### src/rtl/mdu_param.sv
// ---------------------------------------------------------------------------
// mdu_param -- iterative multiply/divide unit for the RISC-V M extension.
//
// Multiplies by shift-add, retiring MUL_BPC multiplier bits per cycle.
// Divides by restoring division, one quotient bit per cycle.
// Divide-by-zero and signed overflow bypass the iteration through a
// one-cycle preload. The result bus already carries the value selected
// by funct3, so the core needs no output mux.
//
// Parameters
//   XLEN     operand/result width (even, >= 8)
//   MUL_BPC  multiplier bits retired per cycle (1, 2 or 4; divides XLEN)
//
// Ports
//   clk      clock, all state on rising edge
//   rst_n    asynchronous active-low reset
//   start    request, sampled only while idle
//   flush    synchronous abort of any in-flight or pending operation
//   ack      core consumed result; clears done
//   funct3   M-extension operation select
//   a, b     rs1 / rs2 operands
//   busy     operation in flight
//   done     result valid; held until ack, flush or next accepted start
//   result   rd value for the latched funct3
// ---------------------------------------------------------------------------
module mdu_param #(
    parameter int XLEN    = 32,
    parameter int MUL_BPC = 2
) (
    input  logic            clk,
    input  logic            rst_n,
    input  logic            start,
    input  logic            flush,
    input  logic            ack,
    input  logic [2:0]      funct3,
    input  logic [XLEN-1:0] a,
    input  logic [XLEN-1:0] b,
    output logic            busy,
    output logic            done,
    output logic [XLEN-1:0] result
);

    localparam int N  = XLEN / MUL_BPC;
    localparam int CW = $clog2(XLEN + 1);
    localparam logic [CW-1:0]   MUL_LAST = CW'(N - 1);
    localparam logic [CW-1:0]   DIV_LAST = CW'(XLEN - 1);
    localparam logic [XLEN-1:0] MOST_NEG = {1'b1, {(XLEN-1){1'b0}}};

    typedef enum logic [1:0] {
        ST_IDLE,
        ST_MUL,
        ST_DIV,
        ST_FIN
    } state_t;

    state_t            state_reg,   state_next;
    logic [2:0]        op_reg,      op_next;
    logic              neg_p_reg,   neg_p_next;    // negate product
    logic              neg_q_reg,   neg_q_next;    // negate quotient
    logic              neg_r_reg,   neg_r_next;    // negate remainder
    logic              fast_reg,    fast_next;     // quo_reg holds a final preload
    logic [CW-1:0]     cnt_reg,     cnt_next;
    logic [2*XLEN-1:0] mcand_reg,   mcand_next;
    logic [XLEN-1:0]   mplier_reg,  mplier_next;
    logic [2*XLEN-1:0] acc_reg,     acc_next;
    logic [XLEN-1:0]   quo_reg,     quo_next;      // dividend shifts out, quotient in
    logic [XLEN:0]     rem_reg,     rem_next;
    logic [XLEN-1:0]   divisor_reg, divisor_next;
    logic [XLEN-1:0]   result_reg,  result_next;
    logic              done_reg,    done_next;

    // Operand sign handling at accept time
    logic              a_sgn, b_sgn, a_neg, b_neg;
    logic [XLEN-1:0]   a_mag, b_mag;

    // Multiply step: sum of the shifted multiplicand copies selected by the
    // low MUL_BPC multiplier bits.
    logic [2*XLEN-1:0] pp [MUL_BPC];
    logic [2*XLEN-1:0] pp_sum;

    // Divide step
    logic [XLEN+1:0]   trial;

    // Final correction
    logic [2*XLEN-1:0] prod_fix;
    logic [XLEN-1:0]   quo_fix, rem_fix;

    // The top partial-remainder bit is only needed to size the subtract; it
    // never feeds the next shift because the remainder stays below b.
    logic              unused_rem_msb;
    assign unused_rem_msb = rem_reg[XLEN];

    generate
        for (genvar gi = 0; gi < MUL_BPC; gi++) begin : g_pp
            assign pp[gi] = mplier_reg[gi] ? (mcand_reg << gi) : '0;
        end
    endgenerate

    always_comb begin
        pp_sum = '0;
        for (int i = 0; i < MUL_BPC; i++) begin
            pp_sum = pp_sum + pp[i];
        end
    end

    always_comb begin
        a_sgn = (funct3 == 3'b001) || (funct3 == 3'b010) ||
                (funct3 == 3'b100) || (funct3 == 3'b110);
        b_sgn = (funct3 == 3'b001) || (funct3 == 3'b100) || (funct3 == 3'b110);
        a_neg = a_sgn && a[XLEN-1];
        b_neg = b_sgn && b[XLEN-1];
        a_mag = a_neg ? -a : a;
        b_mag = b_neg ? -b : b;
    end

    assign trial    = {1'b0, rem_reg[XLEN-1:0], quo_reg[XLEN-1]} - {2'b00, divisor_reg};
    assign prod_fix = neg_p_reg ? -acc_reg : acc_reg;
    assign quo_fix  = neg_q_reg ? -quo_reg : quo_reg;
    assign rem_fix  = neg_r_reg ? -rem_reg[XLEN-1:0] : rem_reg[XLEN-1:0];

    always_comb begin
        state_next   = state_reg;
        op_next      = op_reg;
        neg_p_next   = neg_p_reg;
        neg_q_next   = neg_q_reg;
        neg_r_next   = neg_r_reg;
        fast_next    = fast_reg;
        cnt_next     = cnt_reg;
        mcand_next   = mcand_reg;
        mplier_next  = mplier_reg;
        acc_next     = acc_reg;
        quo_next     = quo_reg;
        rem_next     = rem_reg;
        divisor_next = divisor_reg;
        result_next  = result_reg;
        done_next    = done_reg;

        // ack only ever clears done; a FIN on the same edge sets it again
        // below, since that ack refers to the previous result.
        if (ack) begin
            done_next = 1'b0;
        end

        case (state_reg)
            ST_IDLE: begin
                if (start) begin
                    op_next      = funct3;
                    done_next    = 1'b0;
                    cnt_next     = '0;
                    neg_p_next   = a_neg ^ b_neg;
                    neg_q_next   = a_neg ^ b_neg;
                    neg_r_next   = a_neg;
                    fast_next    = 1'b0;
                    mcand_next   = {{XLEN{1'b0}}, a_mag};
                    mplier_next  = b_mag;
                    acc_next     = '0;
                    quo_next     = a_mag;
                    rem_next     = '0;
                    divisor_next = b_mag;
                    if (!funct3[2]) begin
                        state_next = ST_MUL;
                    end else if (b == '0) begin
                        state_next = ST_FIN;
                        fast_next  = 1'b1;
                        quo_next   = funct3[1] ? a : '1;
                    end else if (!funct3[0] && (a == MOST_NEG) && (b == '1)) begin
                        state_next = ST_FIN;
                        fast_next  = 1'b1;
                        quo_next   = funct3[1] ? '0 : a;
                    end else begin
                        state_next = ST_DIV;
                    end
                end
            end
            ST_MUL: begin
                acc_next    = acc_reg + pp_sum;
                mcand_next  = mcand_reg << MUL_BPC;
                mplier_next = mplier_reg >> MUL_BPC;
                cnt_next    = cnt_reg + 1'b1;
                if (cnt_reg == MUL_LAST) begin
                    state_next = ST_FIN;
                end
            end
            ST_DIV: begin
                if (!trial[XLEN+1]) begin
                    rem_next = trial[XLEN:0];
                end else begin
                    rem_next = {rem_reg[XLEN-1:0], quo_reg[XLEN-1]};
                end
                quo_next = {quo_reg[XLEN-2:0], ~trial[XLEN+1]};
                cnt_next = cnt_reg + 1'b1;
                if (cnt_reg == DIV_LAST) begin
                    state_next = ST_FIN;
                end
            end
            ST_FIN: begin
                if (fast_reg) begin
                    result_next = quo_reg;
                end else begin
                    case (op_reg)
                        3'b000:                  result_next = prod_fix[XLEN-1:0];
                        3'b001, 3'b010, 3'b011:  result_next = prod_fix[2*XLEN-1:XLEN];
                        3'b100, 3'b101:          result_next = quo_fix;
                        default:                 result_next = rem_fix;
                    endcase
                end
                done_next  = 1'b1;
                state_next = ST_IDLE;
            end
            default: begin
                state_next = ST_IDLE;
            end
        endcase

        // Flush overrides everything, including a same-edge start or FIN.
        if (flush) begin
            state_next  = ST_IDLE;
            done_next   = 1'b0;
            result_next = result_reg;
        end
    end

    always_ff @(posedge clk or negedge rst_n) begin
        if (!rst_n) begin
            state_reg   <= ST_IDLE;
            op_reg      <= '0;
            neg_p_reg   <= 1'b0;
            neg_q_reg   <= 1'b0;
            neg_r_reg   <= 1'b0;
            fast_reg    <= 1'b0;
            cnt_reg     <= '0;
            mcand_reg   <= '0;
            mplier_reg  <= '0;
            acc_reg     <= '0;
            quo_reg     <= '0;
            rem_reg     <= '0;
            divisor_reg <= '0;
            result_reg  <= '0;
            done_reg    <= 1'b0;
        end else begin
            state_reg   <= state_next;
            op_reg      <= op_next;
            neg_p_reg   <= neg_p_next;
            neg_q_reg   <= neg_q_next;
            neg_r_reg   <= neg_r_next;
            fast_reg    <= fast_next;
            cnt_reg     <= cnt_next;
            mcand_reg   <= mcand_next;
            mplier_reg  <= mplier_next;
            acc_reg     <= acc_next;
            quo_reg     <= quo_next;
            rem_reg     <= rem_next;
            divisor_reg <= divisor_next;
            result_reg  <= result_next;
            done_reg    <= done_next;
        end
    end

    assign busy   = (state_reg != ST_IDLE);
    assign done   = done_reg;
    assign result = result_reg;

endmodule
### config.mk
export PLATFORM = sky130hd
export DESIGN_NAME = mdu_param
export DESIGN_NICKNAME = d
export VERILOG_FILES = /design/src/rtl/mdu_param.sv
export SDC_FILE = /design/constraint.sdc
export NUM_CORES = 1
export LEC_CHECK = 0
export BUFFER_PORTS_ARGS = -buffer_cell sky130_fd_sc_hd__buf_4
export CAP_MARGIN = 20
export CORE_MARGIN = 1
export CORE_UTILIZATION = 46
export DETAILED_ROUTE_END_ITERATION = 8
export GPL_ROUTABILITY_DRIVEN = 0
export PLACE_DENSITY = 0.67
export SLEW_MARGIN = 20
export SYNTH_ARGS = -nofsm -noshare
export SYNTH_HDL_FRONTEND = slang
export SYNTH_SLANG_ARGS = --single-unit
### constraint.sdc
create_clock -name clk -period 3.7 [get_ports clk]
set_input_delay 0 -clock clk [delete_from_list [all_inputs] [get_ports clk]]
set_output_delay 0 -clock clk [all_outputs]
set_load 0.005 [all_outputs]
==> flow_summary_export.csv <==
group,metric,value,unit
run_status,status,"finished with violations",
run_status,violations,"hold timing, setup timing",
finish,fin_util,58.6,%
setup_path,worst_r2r_path_depth,15,
route,routedWlPerCell,21.1,microns
clocking,clock_sinks,303,
timing,fmax,0.255,GHz
power_and_ir_drop,irDropWorstVdd,637,uV
synth,synth_area_per_cell,8.32,sq um
power_and_ir_drop,p_leak,0.0147,uW
route,drt-total-wl,85.5,mm
global_routing,grt_overflow,0,
global_routing,grt_use_total,30.2,%
global_routing,grt_pass1_vias,23800,
placed_design,hpwl,64.3,mm
finish,layout.cells.most_common_list,"buf_4 (392), nand2_1 (390), o21ai_0 (313)",
synth,synth_top_flop_cell,"dfrtp_1",
clocking,clock_latency,570,ps
route,vias,24900,
setup_path,crit_path_max_fanout,20,
finish,final_layout_size_suffix_gt1_share,18.4,%
run,drv_cap,0,
placed_design,portBuffers,105,
timing,finalMaxSlewViolations,0,
die,pin_count,106,
clocking,cts_tree,"built",
synth,ys_seq_elements,303,
clocking,cts_buffers,37,
finish,final_common_cell,"buf_4",
synth,ys.warnings.count,0,
synth,yosysSeqAreaShare,30.4,%
timing,finalHoldViolCount,2,
finish,fin_nets,3573,
route,drc,0,
global_routing,grt_start_max_net_pins,108,
setup_path,cp-end-kind,"register",
timing,skew,23.7,ps
synth,synth_cell_types,73,
global_routing,antenna_found_initial,2,
clocking,htree_levels,2,
die,die_h,235,microns
die,start_util,46.9,%
timing,holdWs,-7.01,ps
clocking,clock-root-buffer,"clkbuf_16",
global_routing,grt_pass1_wl,133,mm
synth,syn-num-nets,3236,
timing,finalSetupViolCount,11,
synth,synth-edff-count,0,
power_and_ir_drop,power,27100,uW
timing,rsz0062_at_grt,"true",
timing,finalCritPeriodShare,106,%
hold_path,hp-class,"in2async",
placed_design,dpl.cell_count,3886,
die,die_w,235,microns
clocking,max-clock-path-buffers,3,
clocking,clkTransAtPathRegs,60,ps
power_and_ir_drop,power.density,871,nW/um^2
synth,syn_inst,2994,
route,vias_per_cell,6.16,
finish,area_growth,25.0,%
route,drtIter0Drc,2681,
timing,slew_headroom,28.1,%
setup_path,rr_endpoint,"acc_reg[58]",
finish,stdcell_count,4045,
setup_path,worstSetupPathType,"reg2reg",
timing,setup_ws,-217,ps
route,ant_nets,0,
die,dieArea,55100,sq um
route,first_pass_iters,6,
timing,tightest_slew,1080,ps
setup_path,cp_data_required_time,4140,ps
setup_path,arrival,4360,ps
die,core_area,53100,sq um
synth,async_flop_share,100,%
setup_path,start_kind,"register",
setup_path,ff2ff_setup_slack,-220,ps
timing,period_needed,3920,ps
synth,syn_area,24900,sq um
setup_path,rr_startpoint,"mplier_reg[0]",
die,std_cell_rows,84,
==> worst max path at each step <==
stage | startpoint | to
finish | mplier_reg[0] | acc_reg[58]
global route | mplier_reg[1] | acc_reg[58]
CTS | mplier_reg[1] | acc_reg[61]
detailed placement | mplier_reg[1] | acc_reg[63]
global placement | mplier_reg[1] | acc_reg[52]
floorplan | mplier_reg[1] | acc_reg[56]
==> stage by stage <==
step | setup TNS (ps) | setup slack [ps] | area, sq um | hold slack, ps
2_1_floorplan | 0 | 2.19 | 25000 | -296
3_3_place_gp | -4270 | -323 | 28200 | 10.7
3_5_place_dp | -5580 | -462 | 28200 | 18.7
4_1_cts | -854 | -133 | 30600 | 0.368
5_1_grt | -3240 | -332 | 31100 | 54.7
6_report | -1500 | -217 | 31100 | -7.01
==> final cells by class <==
class | count | area, sq um
Fill cell | 4572 | 21900
Multi-Input combinational cell | 2424 | 17200
Sequential cell | 303 | 7580
Timing Repair Buffer | 485 | 3990
Clock buffer | 49 | 1050
Tap cell | 688 | 861
Inverter | 80 | 302
Clock inverter | 15 | 181
Antenna cell | 1 | 2.50
==> kinds of logic after synthesis <==
group | after synthesis | share of synthesized area [%]
xor gates and xnor gates | 260 | 9.14
adders and majority gates | 170 | 10.5
DFF | 303 | 30.4
AOI/OAI and AO/OA | 985 | 25.3
buffers and inverters | 267 | 4.04
and+or+nand+nor | 947 | 18.1
muxes | 62 | 2.50
==> critical path, stage by stage, from the launching register on <==
cell and delay [ps]:
dfrtp_2 450, buf_12 170, and2_1 160, fa_1 430
ha_1 330, buf_4 170, a21oi_2 200, nor3_2 70
o41a_1 400, and2_4 180, a31o_4 220, a21o_1 220
a41oi_4 320, o31a_1 230, xor2_1 160, o21ai_1 70
==> power by group <==
group | internal [uW] | leakage [uW] | switching [uW]
logic | 7370 | 0.0102 | 10100
clock network | 2220 | 0.000608 | 1530
registers | 4440 | 0.00397 | 1470
total | 14000 | 0.0147 | 13100
==> Yosys cell counts, types with 38 or more instances <==
cell,n,share of area (%)
nand2_1,395,6.0
o21ai_0,346,7.0
dfrtp_1,303,30
a21oi_1,184,3.7
clkbuf_1,164,2.5
nor2_1,164,2.5
xnor2_1,146,5.1
and2_1,133,3.3
xor2_1,114,4.0
ha_1,106,5.3
a21o_1,79,2.4
inv_1,77,1.2
fa_1,64,5.1
mux2i_1,60,2.4
o31ai_1,57,1.7
o211ai_1,40,1.2
a22o_1,39,1.4
nand3_1,38,0.76
==> layer usage <==
metal  wire length [microns]  vias to the layer above  GRT usage [%]  share of wire (%)
met5                      13                        -              0              0.015
met1                   36800                    12100           41.7                 43
li1                        -                    11400              -                  -
met2                   37400                     1147           46.1                 44
met4                    2970                        2           9.23                3.5
met3                    8320                      226           7.81                9.7
==> repair_timing <==
item | 4_1_cts | 5_1_grt
setup endpoints to repair | 31 | 69
endpoints found under the hold margin | 203 | 0
pin swaps | 20 | 27
gates resized for setup | 74 | 94
buffers inserted | 9 | 9
gates cloned | 0 | 0
hold buffers | 76 | 0
Power figures use the tool's default switching activity.
